[config.mk]
export PLATFORM = sky130hd
export DESIGN_NAME = vram_arbiter
export DESIGN_NICKNAME = d
export VERILOG_FILES = /design/src/rtl/vram_pkg.sv /design/src/rtl/vram_clear_engine.sv /design/src/rtl/vram_arbiter.sv
export SDC_FILE = /design/constraint.sdc
export NUM_CORES = 1
export LEC_CHECK = 0
export ABC_AREA = 1
export CAP_MARGIN = 20
export CORE_MARGIN = 2
export CORE_UTILIZATION = 41
export DETAILED_ROUTE_END_ITERATION = 16
export PLACE_DENSITY = 0.87
export SETUP_SLACK_MARGIN = 0.1
export SLEW_MARGIN = 20
export SYNTH_ARGS = -nofsm -noshare
export SYNTH_HDL_FRONTEND = slang
export SYNTH_SLANG_ARGS = --single-unit
[constraint.sdc]
create_clock -name clk -period 3.2 [get_ports clk]
set_clock_uncertainty 0.05 [all_clocks]
set_input_delay 0.48 -clock clk [delete_from_list [all_inputs] [get_ports clk]]
set_output_delay 0.48 -clock clk [all_outputs]
set_load 0.03 [all_outputs]
[src/rtl/vram_pkg.sv]
// Shared defaults, clear-engine state encoding and address helper for the VRAM arbiter.
package vram_pkg;

    localparam int unsigned ADDR_W_DEF = 15;
    localparam int unsigned DATA_W_DEF = 12;
    localparam int unsigned DEPTH_DEF  = 19200;

    typedef enum logic [0:0] {
        IDLE  = 1'b0,
        CLEAR = 1'b1
    } clr_state_t;

    // True when a word address falls inside the populated VRAM.
    function automatic logic addr_in_range(input logic [31:0] addr, input int unsigned depth);
        return addr < depth;
    endfunction

endpackage

[src/rtl/vram_clear_engine.sv]
// Full-screen clear sequencer: walks addresses 0..DEPTH-1 writing a latched fill colour.
module vram_clear_engine
    import vram_pkg::*;
#(
    parameter int unsigned ADDR_W = ADDR_W_DEF,
    parameter int unsigned DATA_W = DATA_W_DEF,
    parameter int unsigned DEPTH  = DEPTH_DEF
) (
    input  logic              clk,
    input  logic              rst,
    input  logic              start,
    input  logic [DATA_W-1:0] color,
    output logic              busy,
    output logic              done,
    output logic [ADDR_W-1:0] count,
    output logic [DATA_W-1:0] fill
);

    clr_state_t state;
    clr_state_t next_state;
    logic       at_last;
    logic       load_c;
    logic       step_c;
    logic       last_c;

    assign at_last = (count == ADDR_W'(DEPTH - 1));

    always_ff @(posedge clk) begin
        if (rst) begin
            state <= IDLE;
        end else begin
            state <= next_state;
        end
    end

    always_comb begin
        next_state = state;
        case (state)
            IDLE:    if (start)   next_state = CLEAR;
            CLEAR:   if (at_last) next_state = IDLE;
            default: next_state = IDLE;
        endcase
    end

    always_comb begin
        load_c = 1'b0;
        step_c = 1'b0;
        last_c = 1'b0;
        case (state)
            IDLE:  load_c = start;
            CLEAR: begin
                step_c = !at_last;
                last_c = at_last;
            end
            default: ;
        endcase
    end

    // Counter stops at DEPTH-1; the final write coincides with the return to IDLE.
    always_ff @(posedge clk) begin
        if (rst) begin
            count <= '0;
            fill  <= '0;
            done  <= 1'b0;
        end else begin
            done <= last_c;
            if (load_c) begin
                count <= '0;
                fill  <= color;
            end else if (step_c) begin
                count <= count + ADDR_W'(1);
            end
        end
    end

    assign busy = (state == CLEAR);

endmodule

[src/rtl/vram_arbiter.sv]
// Two-port round-robin VRAM write arbiter with an optional full-screen clear engine.
// Define VRAM_CLEAR_EN to build the clear engine; otherwise clr_start is ignored.
module vram_arbiter
    import vram_pkg::*;
#(
    parameter int unsigned ADDR_W = ADDR_W_DEF,
    parameter int unsigned DATA_W = DATA_W_DEF,
    parameter int unsigned DEPTH  = DEPTH_DEF
) (
    input  logic              clk,
    input  logic              rst,
    input  logic              req0,
    input  logic              req1,
    input  logic [ADDR_W-1:0] addr0,
    input  logic [ADDR_W-1:0] addr1,
    input  logic [DATA_W-1:0] data0,
    input  logic [DATA_W-1:0] data1,
    output logic              ack0,
    output logic              ack1,
    input  logic              clr_start,
    input  logic [DATA_W-1:0] clr_color,
    output logic              clr_busy,
    output logic              clr_done,
    output logic [ADDR_W-1:0] WAddr,
    output logic [DATA_W-1:0] Din,
    output logic              WE
);

    logic [ADDR_W-1:0] clr_count;
    logic [DATA_W-1:0] clr_fill;
    logic              elig0;
    logic              elig1;
    logic              grant0;
    logic              grant1;
    logic              last_gnt;
    logic              ok0;
    logic              ok1;

`ifdef VRAM_CLEAR_EN
    vram_clear_engine #(
        .ADDR_W (ADDR_W),
        .DATA_W (DATA_W),
        .DEPTH  (DEPTH)
    ) u_clear (
        .clk   (clk),
        .rst   (rst),
        .start (clr_start),
        .color (clr_color),
        .busy  (clr_busy),
        .done  (clr_done),
        .count (clr_count),
        .fill  (clr_fill)
    );
`else
    logic unused_clr;
    assign unused_clr = ^{clr_start, clr_color};
    assign clr_busy   = 1'b0;
    assign clr_done   = 1'b0;
    assign clr_count  = '0;
    assign clr_fill   = '0;
`endif

    // A port whose ack is showing is still holding its finished request; skip it.
    assign elig0  = req0 && !ack0 && !clr_busy;
    assign elig1  = req1 && !ack1 && !clr_busy;
    assign grant0 = elig0 && (!elig1 || last_gnt);
    assign grant1 = elig1 && !grant0;

    assign ok0 = addr_in_range(32'(addr0), DEPTH);
    assign ok1 = addr_in_range(32'(addr1), DEPTH);

    always_ff @(posedge clk) begin
        if (rst) begin
            WE       <= 1'b0;
            WAddr    <= '0;
            Din      <= '0;
            ack0     <= 1'b0;
            ack1     <= 1'b0;
            last_gnt <= 1'b1;
        end else begin
            ack0 <= grant0;
            ack1 <= grant1;
            if (clr_busy) begin
                WE    <= 1'b1;
                WAddr <= clr_count;
                Din   <= clr_fill;
            end else if (grant0) begin
                WE       <= ok0;
                WAddr    <= ok0 ? addr0 : '0;
                Din      <= data0;
                last_gnt <= 1'b0;
            end else if (grant1) begin
                WE       <= ok1;
                WAddr    <= ok1 ? addr1 : '0;
                Din      <= data1;
                last_gnt <= 1'b1;
            end else begin
                WE <= 1'b0;
            end
        end
    end

endmodule

# [Word-level counts from Yosys, hierarchy flattened]
# Cells that the tools add are included.
[op_classes] reduce_logical=10 n_shift=0 n_eq_ne=0 addsub=0 div=0 n_bitwise=0 mux=10 magnitude_cmp=2 n_mul=0
[ops] operator="two-way mux 15 bit" n=4
[ops] operator="< comparator 15 bit, second input constant" n=2
[ops] operator="two-way mux 12 bit" n=2
[ops] operator="logical AND 1 bit" n=4
[ops] operator="logical NOT 1 bit" n=4
[ops] operator="two-way mux 1 bit" n=4
[ops] operator="nonzero test 2 bit" n=1
[ops] operator="logical OR 1 bit" n=1
[totals] out_inout_bits=32 ramBits=0 word_cells=28 mem_count=0 rom_bits=0 ff_bits=31 latch_bits=0 inputBits=71

# [Depth between registers and ports, before layout]
# Gate-level depths: netlist of the first run.
[depth] depth_word=9 mapped_depth=10 mapped_depth_nobuf=9

# [Worst setup path before layout of the first run]
# OpenSTA, ideal clock, no wires.
[synth_path] path_kind="register to register" startpoint="register ack0" endpoint="register Din[10]" path_slack_ns=1.770 synth_period_minus_slack_ns=1.430 path_stages_with_launch=8 arrival_ns=1.269 required_ns=3.039 setup_ns=0.111 n_path_buf=1 path_cell_list="dfxtp_1 nor2_4 inv_2 nand2_2 clkbuf_2 or2_2 nand3_1 inv_1"
[synth_via] elab_chain_len=6 word_cells_on_any_way=7 classes_between="mux (1); reduce/logical (6)"
[synth_lines] element="from (decl)" line_no="vram_arbiter.sv:18" text="output logic ack0,"
[synth_lines] element="from (signal assigned)" line_no="vram_arbiter.sv:81" text="ack0 <= grant0;"
[synth_lines] element="logical NOT 1 bit (*)" line_no="vram_arbiter.sv:64" text="assign elig0 = req0 && !ack0 && !clr_busy;"
[synth_lines] element="logical AND 1 bit (*)" line_no="vram_arbiter.sv:64"
[synth_lines] element="logical AND 1 bit (*)" line_no="vram_arbiter.sv:66" text="assign grant0 = elig0 && (!elig1 || last_gnt);"
[synth_lines] element="logical NOT 1 bit" line_no="vram_arbiter.sv:67" text="assign grant1 = elig1 && !grant0;"
[synth_lines] element="logical AND 1 bit" line_no="vram_arbiter.sv:67"
[synth_lines] element="nonzero test 2 bit (no source line)"
[synth_lines] element="to (signal assigned)" line_no="vram_arbiter.sv:86" text="Din <= clr_fill;"
[synth_lines] element="to (signal assigned)" line_no="vram_arbiter.sv:90" text="Din <= data0;"
[synth_lines] element="to (signal assigned)" line_no="vram_arbiter.sv:95" text="Din <= data1;"
[synth_lines] element="to (decl)" line_no="vram_arbiter.sv:25" text="output logic [DATA_W-1:0] Din,"
# Every way passes the cells marked *; elsewhere a longest branch is shown, timed or not.
# A chain may end at the register's enable or synchronous reset.

# [Final worst setup path of the first run]
[layout_path] startpoint="input req0" endpoint="register Din[4]"
[layout_via] elab_chain_len=5 word_cells_on_any_way=6 classes_between="mux (1); reduce/logical (5)"
[layout_lines] element="from (decl)" line_no="vram_arbiter.sv:12" text="input logic req0,"
[layout_lines] element="logical AND 1 bit (*)" line_no="vram_arbiter.sv:64"
[layout_lines] element="logical AND 1 bit (*)" line_no="vram_arbiter.sv:66"
[layout_lines] element="logical NOT 1 bit" line_no="vram_arbiter.sv:67"
[layout_lines] element="logical AND 1 bit" line_no="vram_arbiter.sv:67"
[layout_lines] element="nonzero test 2 bit (no source line)"
# Marked as above.

==> metrics.txt, run 1 <==
most common cell after layout, fill and taps aside=clkdlybuf4s50_1; area of the multi-input gates=851 um2; Synth top area share=0.357; H-tree Lvls=2; Initial Utilization=0.431; Nets=417; fillers=364; Yosys top cell by area=dfxtp_1; sequential cell area=621 um2; row cnt=23; Hold Vio Cnt, Final=0; vias in the first global route=1805; Die Width=69.1 um; total power=1.17 mW; CTS tree=yes; drt drc=0; Post-CTS Resized=0; wire per inst=12.1 um; share of cells above drive strength 1=0.0778; RSZ-0062 raised after global routing=no; worst path required time=3.32 ns; register bit total from synthesis=31; Area contributors post-synth=dfxtp_1, nand3_1, nand2_1, inv_1, a21boi_0; crit share post-route=0.647; Yosys Warn Count=0; largest net degree at the start of global routing=30; CP Class=input pin to flop; Rel. slew slack=0.502; starting DRC count in detailed routing=102; crit path DAT=2.19 ns; CP endpoint kind=flop; port buffer count=87; Final Wtd Congestion=0.770; syn_area_per_cell=6.53 um2; hold slack=0.455 ns; static leakage=1.35 nW; fin. max-slew vios=0; Clock Pin Slew Worst Setup and Hold Paths=0.06 ns; IR Drop Worst-Case VDD=300 uV; TritonCTS Buffers=5; final instance area=2700 um2; Overflow after GRT=0; outcome=finished, final reports clean; crit path max fanout=29; Routed Antenna Nets=0; first drt pass iteration count=4; Core ar.=4030 um2; Clock Latency Late Sink=0.28 ns; Die Y=69.1 um; Area Overhead vs Synth=55.4%; Mapped Cells=266; Worst Max-Slew Pin Slew=0.742 ns; fin crit period=2.07 ns; Antenna Cells=0; Syn Std Cell Area=1740 um2; Hold-fix buffers, CTS=0; Sink Count=31; most frequent cells in the layout=clkdlybuf4s50_1, nand2_1, nand3_1; Max clock buf depth=2; setup repair bufs after CTS=0; final-report setup violation count=0; Pwr per Cell Area=433 nW/um2; Netlist cell types=24; vias per cell=4.89; CP Launch Type=input pin; Final HPWL DP=3470 um; first-pass GRT wire length=8200 um; Max-cap violations=0; final WL=4810 um; Fmax=483 MHz; class of the tightest hold or removal check=flop to flop; non-filler instance count after layout=397; clock tree root driver cell=clkbuf_8; post-synthesis sequential area ratio=0.357; # IOs=103; gr usage total=0.209; area post-placement=2600 um2; placed cell count=389; initial antenna violation count=0; routed via count=1941; setup_tns=0 ns; DIE AREA=4780 um2
==> per-layer routing <==
layer,global-route usage,up-vias,wire length [um]
met1,0.255,859,2050
li1,-,985,-
met2,0.329,79,2220
met3,0.0702,18,363
met4,0.0980,0,178
met5,0,-,0
==> cell families (layout without fill, tap and decap cells) <==
family | after synthesis | count (layout) | synth area share
and+or+nand+nor | 140 | 140 | 0.378
buffers and inverters | 63 | 143 | 0.156
AOI/OAI and AO/OA | 31 | 31 | 0.107
DFF | 31 | 31 | 0.357
other | 1 | 2 | 0.00216
==> power by group <==
group / leakage, nW / switching (mW) / internal (mW) / total (mW)
Sequential: 0.257 / 0.0173 / 0.425 / 0.442
Combinational: 1.04 / 0.210 / 0.184 / 0.394
Clock: 0.0515 / 0.137 / 0.196 / 0.333
Total: 1.35 / 0.365 / 0.805 / 1.17
==> layout make-up <==
type,instances,share of cell area
Timing Repair Buffer,88,0.330
Multi-Input combinational cell,173,0.315
Sequential cell,31,0.230
Inverter,47,0.0653
Clock buffer,8,0.0371
Tap cell,50,0.0232
==> critical path: stages <==
cell and delay, ns:
clkdlybuf4s50_1 0.45, inv_1 0.06, nor2_4 0.31, inv_2 0.06
nand2_2 0.36, buf_12 0.23, nand3_1 0.09, nand3_1 0.07
inv_1 0.06
==> sequential cells by signal (all words and copies together), names as in the netlist <==
name and flops:
Din 12, WAddr 15, WE 1, ack0 1, ack1 1, last_gnt 1
==> stage by stage <==
step	setup slack [ns]	util
2_1_floorplan	1.77	-
3_3_place_gp	0.854	0.646
3_5_place_dp	0.829	0.646
4_1_cts	1.14	0.670
5_1_grt	0.970	0.670
6_report	1.13	0.670
==> path summary, 6_finish.rpt <==
kind / startpoint / endpoint / slack [ns] / cells after the start
worst max register to register: ack0 / Din[4] / 1.48 / 7
worst min register to register: WAddr[12] / WAddr[12] / 0.46 / 2
worst max-delay path: req0 / Din[4] / 1.13 / 9
worst min-delay path: WAddr[12] / WAddr[12] / 0.46 / 2
==> synthesized netlist by cell type, drive strengths merged <==
library cell	count
nand2	63
a31oi	1
a21oi	2
o211ai	1
clkbuf	3
o21ai	16
buf	13
or2	12
clkinv	1
conb	1
nor2	10
inv	46
dfxtp	31
nand3b	1
a21boi	11
nand3	54
No activity file was read; power rests on OpenSTA's default activity.
==> inputs of run 2 (changes only) <==
--- a/config.mk
+++ b/config.mk
@@ -8,9 +8,9 @@
 export ABC_AREA = 1
 export CAP_MARGIN = 20
 export CORE_MARGIN = 2
-export CORE_UTILIZATION = 41
+export CORE_UTILIZATION = 38
 export DETAILED_ROUTE_END_ITERATION = 16
-export PLACE_DENSITY = 0.87
+export PLACE_DENSITY = 0.81
 export SETUP_SLACK_MARGIN = 0.1
 export SLEW_MARGIN = 20
 export SYNTH_ARGS = -nofsm -noshare
==> constraint.sdc (replaced) <==
create_clock -name clk -period 2.1 [get_ports clk]
set_clock_uncertainty 0.05 [all_clocks]
set_input_delay 0.315 -clock clk [delete_from_list [all_inputs] [get_ports clk]]
set_output_delay 0.315 -clock clk [all_outputs]
set_load 0.03 [all_outputs]
==> metrics.txt, run 2 (same netlist as run 1, synthesis figures left out) <==
share of cells above drive strength 1=0.0963 (was 0.0778); Max clock buf depth=2 (unchanged); port buffer count=87 (unchanged); final instance area=2780 um2 (was 2700 um2); Fmax=592 MHz; CP Class=flop to output port (was input pin to flop); vias in the first global route=1831 (was 1805); Hold Vio Cnt, Final=0 (unchanged); Final Wtd Congestion=0.775 (was 0.770); first drt pass iteration count=4 (unchanged); final WL=4940 um (was 4810 um); Max-cap violations=0 (unchanged); gr usage total=0.203 (was 0.209); Area Overhead vs Synth=59.9% (was 55.4%); CP endpoint kind=output port (was flop); starting DRC count in detailed routing=101 (was 102); H-tree Lvls=2 (unchanged); outcome=finished, final reports clean (unchanged); clock tree root driver cell=clkbuf_8 (unchanged); CP max-delay cell=clkdlybuf4s50_1 (unchanged); number of flip-flops under the largest register name=15 (unchanged); Clock Pin Slew Worst Setup and Hold Paths=0.07 ns (was 0.06 ns); IR Drop Worst-Case VDD=578 uV (was 300 uV); routed via count=1913 (was 1941); class of the tightest hold or removal check=flop to flop (unchanged); area post-placement=2660 um2 (was 2600 um2); crit path max fanout=2 (was 29); vias per cell=4.72 (was 4.89); most common cell after layout, fill and taps aside=clkdlybuf4s50_1 (unchanged); RSZ-0062 raised after global routing=no (unchanged); initial antenna violation count=0 (unchanged); static leakage=1.39 nW (was 1.35 nW); drt drc=0 (unchanged); fin. max-slew vios=0 (unchanged); Die Width=71.6 um (was 69.1 um); setup_tns=0 ns (unchanged); final-report setup violation count=0 (unchanged); CP Launch Type=flop (was input pin); Sink Count=31 (unchanged); crit share post-route=0.805; fin crit period=1.69 ns; Die Y=71.6 um (was 69.1 um); first-pass GRT wire length=8190 um (was 8200 um); worst path required time=1.74 ns (was 3.32 ns); DIE AREA=5130 um2 (was 4780 um2); Core ar.=4380 um2 (was 4030 um2); CTS tree=yes (unchanged); Post-CTS Resized=0 (unchanged); TritonCTS Buffers=5 (unchanged); wire per inst=12.2 um (was 12.1 um); # IOs=103 (unchanged); Final HPWL DP=3740 um (was 3470 um); crit path DAT=1.33 ns (was 2.19 ns); total power=1.89 mW (was 1.17 mW); Buffers & Inverters on Critical Path=1 (was 5); Initial Utilization=0.396 (was 0.431); row cnt=24 (was 23); Nets=423 (was 417); Pwr per Cell Area=680 nW/um2 (was 433 nW/um2); crit-path cells=clkdlybuf4s50_1 (was clkdlybuf4s50_1, inv_1, nor2_4, inv_2, nand2_2, buf_12, nand3_1, nand3_1, inv_1); Hold-fix buffers, CTS=0 (unchanged); largest net degree at the start of global routing=28 (was 30); Antenna Cells=0 (unchanged); Top delay family on crit path=buffers and inverters (unchanged); Clock Latency Late Sink=0.27 ns (was 0.28 ns); Overflow after GRT=0 (unchanged); most frequent cells in the layout=clkdlybuf4s50_1, nand2_1, nand3_1 (unchanged); Most flops, register=WAddr (unchanged); Routed Antenna Nets=0 (unchanged); biggest regs=WAddr: 15 flops, Din: 12 flops (unchanged); setup repair bufs after CTS=0 (unchanged); crit-path max cell delay=0.68 ns (was 0.45 ns)
## run 2: path summary, 6_finish.rpt
check        depth (start not counted)      start  slack (ns)         to
max                                  1       ack0        0.41       ack0
min                                  2  WAddr[12]        0.46  WAddr[12]
max reg2reg                          7       ack0        0.64     Din[2]
min reg2reg                          2  WAddr[12]        0.46  WAddr[12]
## run 2: report_power, final
group	total, mW	internal, mW	switching [mW]
clock	0.598	0.383	0.215
sequential	0.675	0.647	0.0280
combinational	0.617	0.294	0.323
## run 2: metal layers
metal | vias to the layer above | wire length [um] | track usage | part of all wire
met1 | 847 | 2110 | 0.254 | 0.43
met3 | 4 | 281 | 0.0464 | 0.057
met5 | - | 0 | 0 | 0
met2 | 64 | 2490 | 0.353 | 0.50
met4 | 0 | 48 | 0.0524 | 0.0097
li1 | 998 | - | - | -
## run 2: stage by stage
| stage | setup WS, ns | hold slack [ns] | util | cells |
|---|---|---|---|---|
| 3_5_place_dp | 0.162 | 0.456 | 0.607 | 397 |
| 6_report | 0.410 | 0.462 | 0.634 | 405 |
| 5_1_grt | 0.300 | 0.504 | 0.634 | 405 |
| 4_1_cts | 0.399 | 0.469 | 0.634 | 405 |
| 3_3_place_gp | 0.184 | 0.442 | 0.607 | 397 |
| 2_1_floorplan | 0.670 | 0.349 | - | 267 |
## run 2: final cells by class
class / instances / area [um2]
Fill cell: 416 / 1610
Timing Repair Buffer: 94 / 948
Multi-Input combinational cell: 173 / 851
Sequential cell: 31 / 621
Inverter: 47 / 176
Clock buffer: 6 / 82.6
Tap cell: 52 / 65.1
Clock inverter: 2 / 35.0
==> inputs of run 3 (changes only) <==
==> constraint.sdc (replaced) <==
create_clock -name clk -period 1.6 [get_ports clk]
set_clock_uncertainty 0.05 [all_clocks]
set_input_delay 0.24 -clock clk [delete_from_list [all_inputs] [get_ports clk]]
set_output_delay 0.24 -clock clk [all_outputs]
set_load 0.03 [all_outputs]
==> metrics.txt, run 3 (same netlist as run 1, synthesis figures left out) <==
FF-to-FF End=Din[1] (was Din[2]); CTS tree=yes (unchanged); number of flip-flops under the largest register name=15 (unchanged); CP Launch Type=input pin (was flop); IR Drop Worst-Case VDD=451 uV (was 578 uV); Sink Count=31 (unchanged); static leakage=1.53 nW (was 1.39 nW); crit-path cells=clkdlybuf4s50_1, inv_1, nor2_4, nand2_4, nor2_4, buf_4, nand3_1, nand3_1, nand2_1, inv_1 (was clkdlybuf4s50_1); Antenna Cells=0 (unchanged); initial antenna violation count=0 (unchanged); biggest regs=WAddr: 15 flops, Din: 12 flops (unchanged); fillers=404 (was 416); Max clock buf depth=2 (unchanged); crit path max fanout=4 (was 2); wire per inst=12.3 um (was 12.2 um); row cnt=24 (unchanged); Die Y=71.6 um (unchanged); final-report setup violation count=0 (unchanged); first-pass GRT wire length=8310 um (was 8190 um); Layout Utilization=0.643 (was 0.634); starting DRC count in detailed routing=95 (was 101); setup_tns=0 ns (unchanged); DIE AREA=5130 um2 (unchanged); Core ar.=4380 um2 (unchanged); Final HPWL DP=3890 um (was 3740 um); Clock Pin Slew Worst Setup and Hold Paths=0.07 ns (about the same); hold slack=0.460 ns (was 0.462 ns); crit-path max cell delay=0.46 ns (was 0.68 ns); Setup crit start=req0 (was ack0); R2R Setup Slk=0.27 ns (was 0.64 ns); Final Wtd Congestion=0.829 (was 0.775); non-filler instance count after layout=415 (was 405); Overflow after GRT=0 (unchanged); Die Width=71.6 um (unchanged); largest net degree at the start of global routing=28 (unchanged); share of cells above drive strength 1=0.116 (was 0.0963); routed via count=2014 (was 1913); Hold Vio Cnt, Final=0 (unchanged); Area Overhead vs Synth=62.1% (was 59.9%); most frequent cells in the layout=nand2_1, clkdlybuf4s50_1, nand3_1 (was clkdlybuf4s50_1, nand2_1, nand3_1); final WL=5120 um (was 4940 um); worst path required time=1.78 ns (was 1.74 ns); # IOs=103 (unchanged); R2R depth=7 (unchanged); fin. max-slew vios=0 (unchanged); crit path DAT=1.57 ns (was 1.33 ns); placed cell count=407 (was 397); fin crit period=1.40 ns; Most flops, register=WAddr (unchanged); outcome=finished, final reports clean (unchanged); Hold-fix buffers, CTS=0 (unchanged); Worst R2R Start=ack1 (was ack0); CP max-delay cell=clkdlybuf4s50_1 (unchanged); worst setup margin=0.204 ns (was 0.410 ns); vias per cell=4.85 (was 4.72); Routed Antenna Nets=0 (unchanged); Fmax=716 MHz; CP endpoint kind=flop (was output port); CP Class=input pin to flop (was flop to output port); worst slack, placed=-0.0792 ns (was 0.162 ns); crit share post-route=0.873; port buffer count=87 (unchanged); Clock Latency Late Sink=0.28 ns (was 0.27 ns); Max-cap violations=0 (unchanged); drt drc=0 (unchanged); TritonCTS Buffers=5 (unchanged); class of the tightest hold or removal check=flop to flop (unchanged); H-tree Lvls=2 (unchanged); vias in the first global route=1901 (was 1831); RSZ-0062 raised after global routing=no (unchanged); Pwr per Cell Area=808 nW/um2 (was 680 nW/um2); most common cell after layout, fill and taps aside=nand2_1 (was clkdlybuf4s50_1); first drt pass iteration count=5 (was 4); Nets=433 (was 423); clock tree root driver cell=clkbuf_8 (unchanged); gr usage total=0.203 (about the same); Initial Utilization=0.396 (unchanged); Setup crit end=WAddr[3] (was ack0)
## run 3: area by class of cell
cell class                      instances  area, um2  share of cell area
Timing Repair Buffer                  104       1020               0.363
Clock inverter                          1       5.00             0.00178
Tap cell                               52       65.1              0.0231
Multi-Input combinational cell        173        851               0.302
Clock buffer                            7       76.3              0.0271
Inverter                               47        176              0.0626
Sequential cell                        31        621               0.220
## run 3: report_power, final
group	leakage (nW)	switching [mW]	internal, mW
clock network	0.0422	0.285	0.305
registers	0.257	0.0333	0.849
logic	1.23	0.434	0.369
## run 3: routing by layer
metal  vias up  global-route usage  part of all wire
li1       1016                   -                 -
met1       907               0.241              0.43
met2        81               0.344              0.48
met3        10              0.0647             0.070
met4         0              0.0755             0.018
met5         -                   0                 0
## run 3: timing repair
| item | CTS | global route |
|---|---|---|
| resized for setup | 30 | 0 |
| setup buffers | 0 | 0 |
| endpoints found under the setup margin | 30 | 0 |
## run 3: through the flow
stage	total power [mW]	area, um2
global route	2.42	2820
detailed placement	1.75	2770
global placement	1.74	2770
CTS	2.30	2820
finish	2.28	2820
floorplan	1.35	1740
## run 3: critical path: cells and delay by family
family | cells | cell delay [ns]
AND/OR/NAND/NOR | 6 | 0.62
buffers and inverters | 4 | 0.72
## run 3: worst min-delay path by stage
stage,from,end,slack [ns],depth (start not counted)
after detailed placement,last_gnt,last_gnt,0.45,2
final,WAddr[12],WAddr[12],0.46,2
after global placement,WAddr[12],WAddr[12],0.44,2
after CTS,WAddr[12],WAddr[12],0.47,2
after global routing,last_gnt,last_gnt,0.48,2
after floorplan,rst,ack0,0.27,1
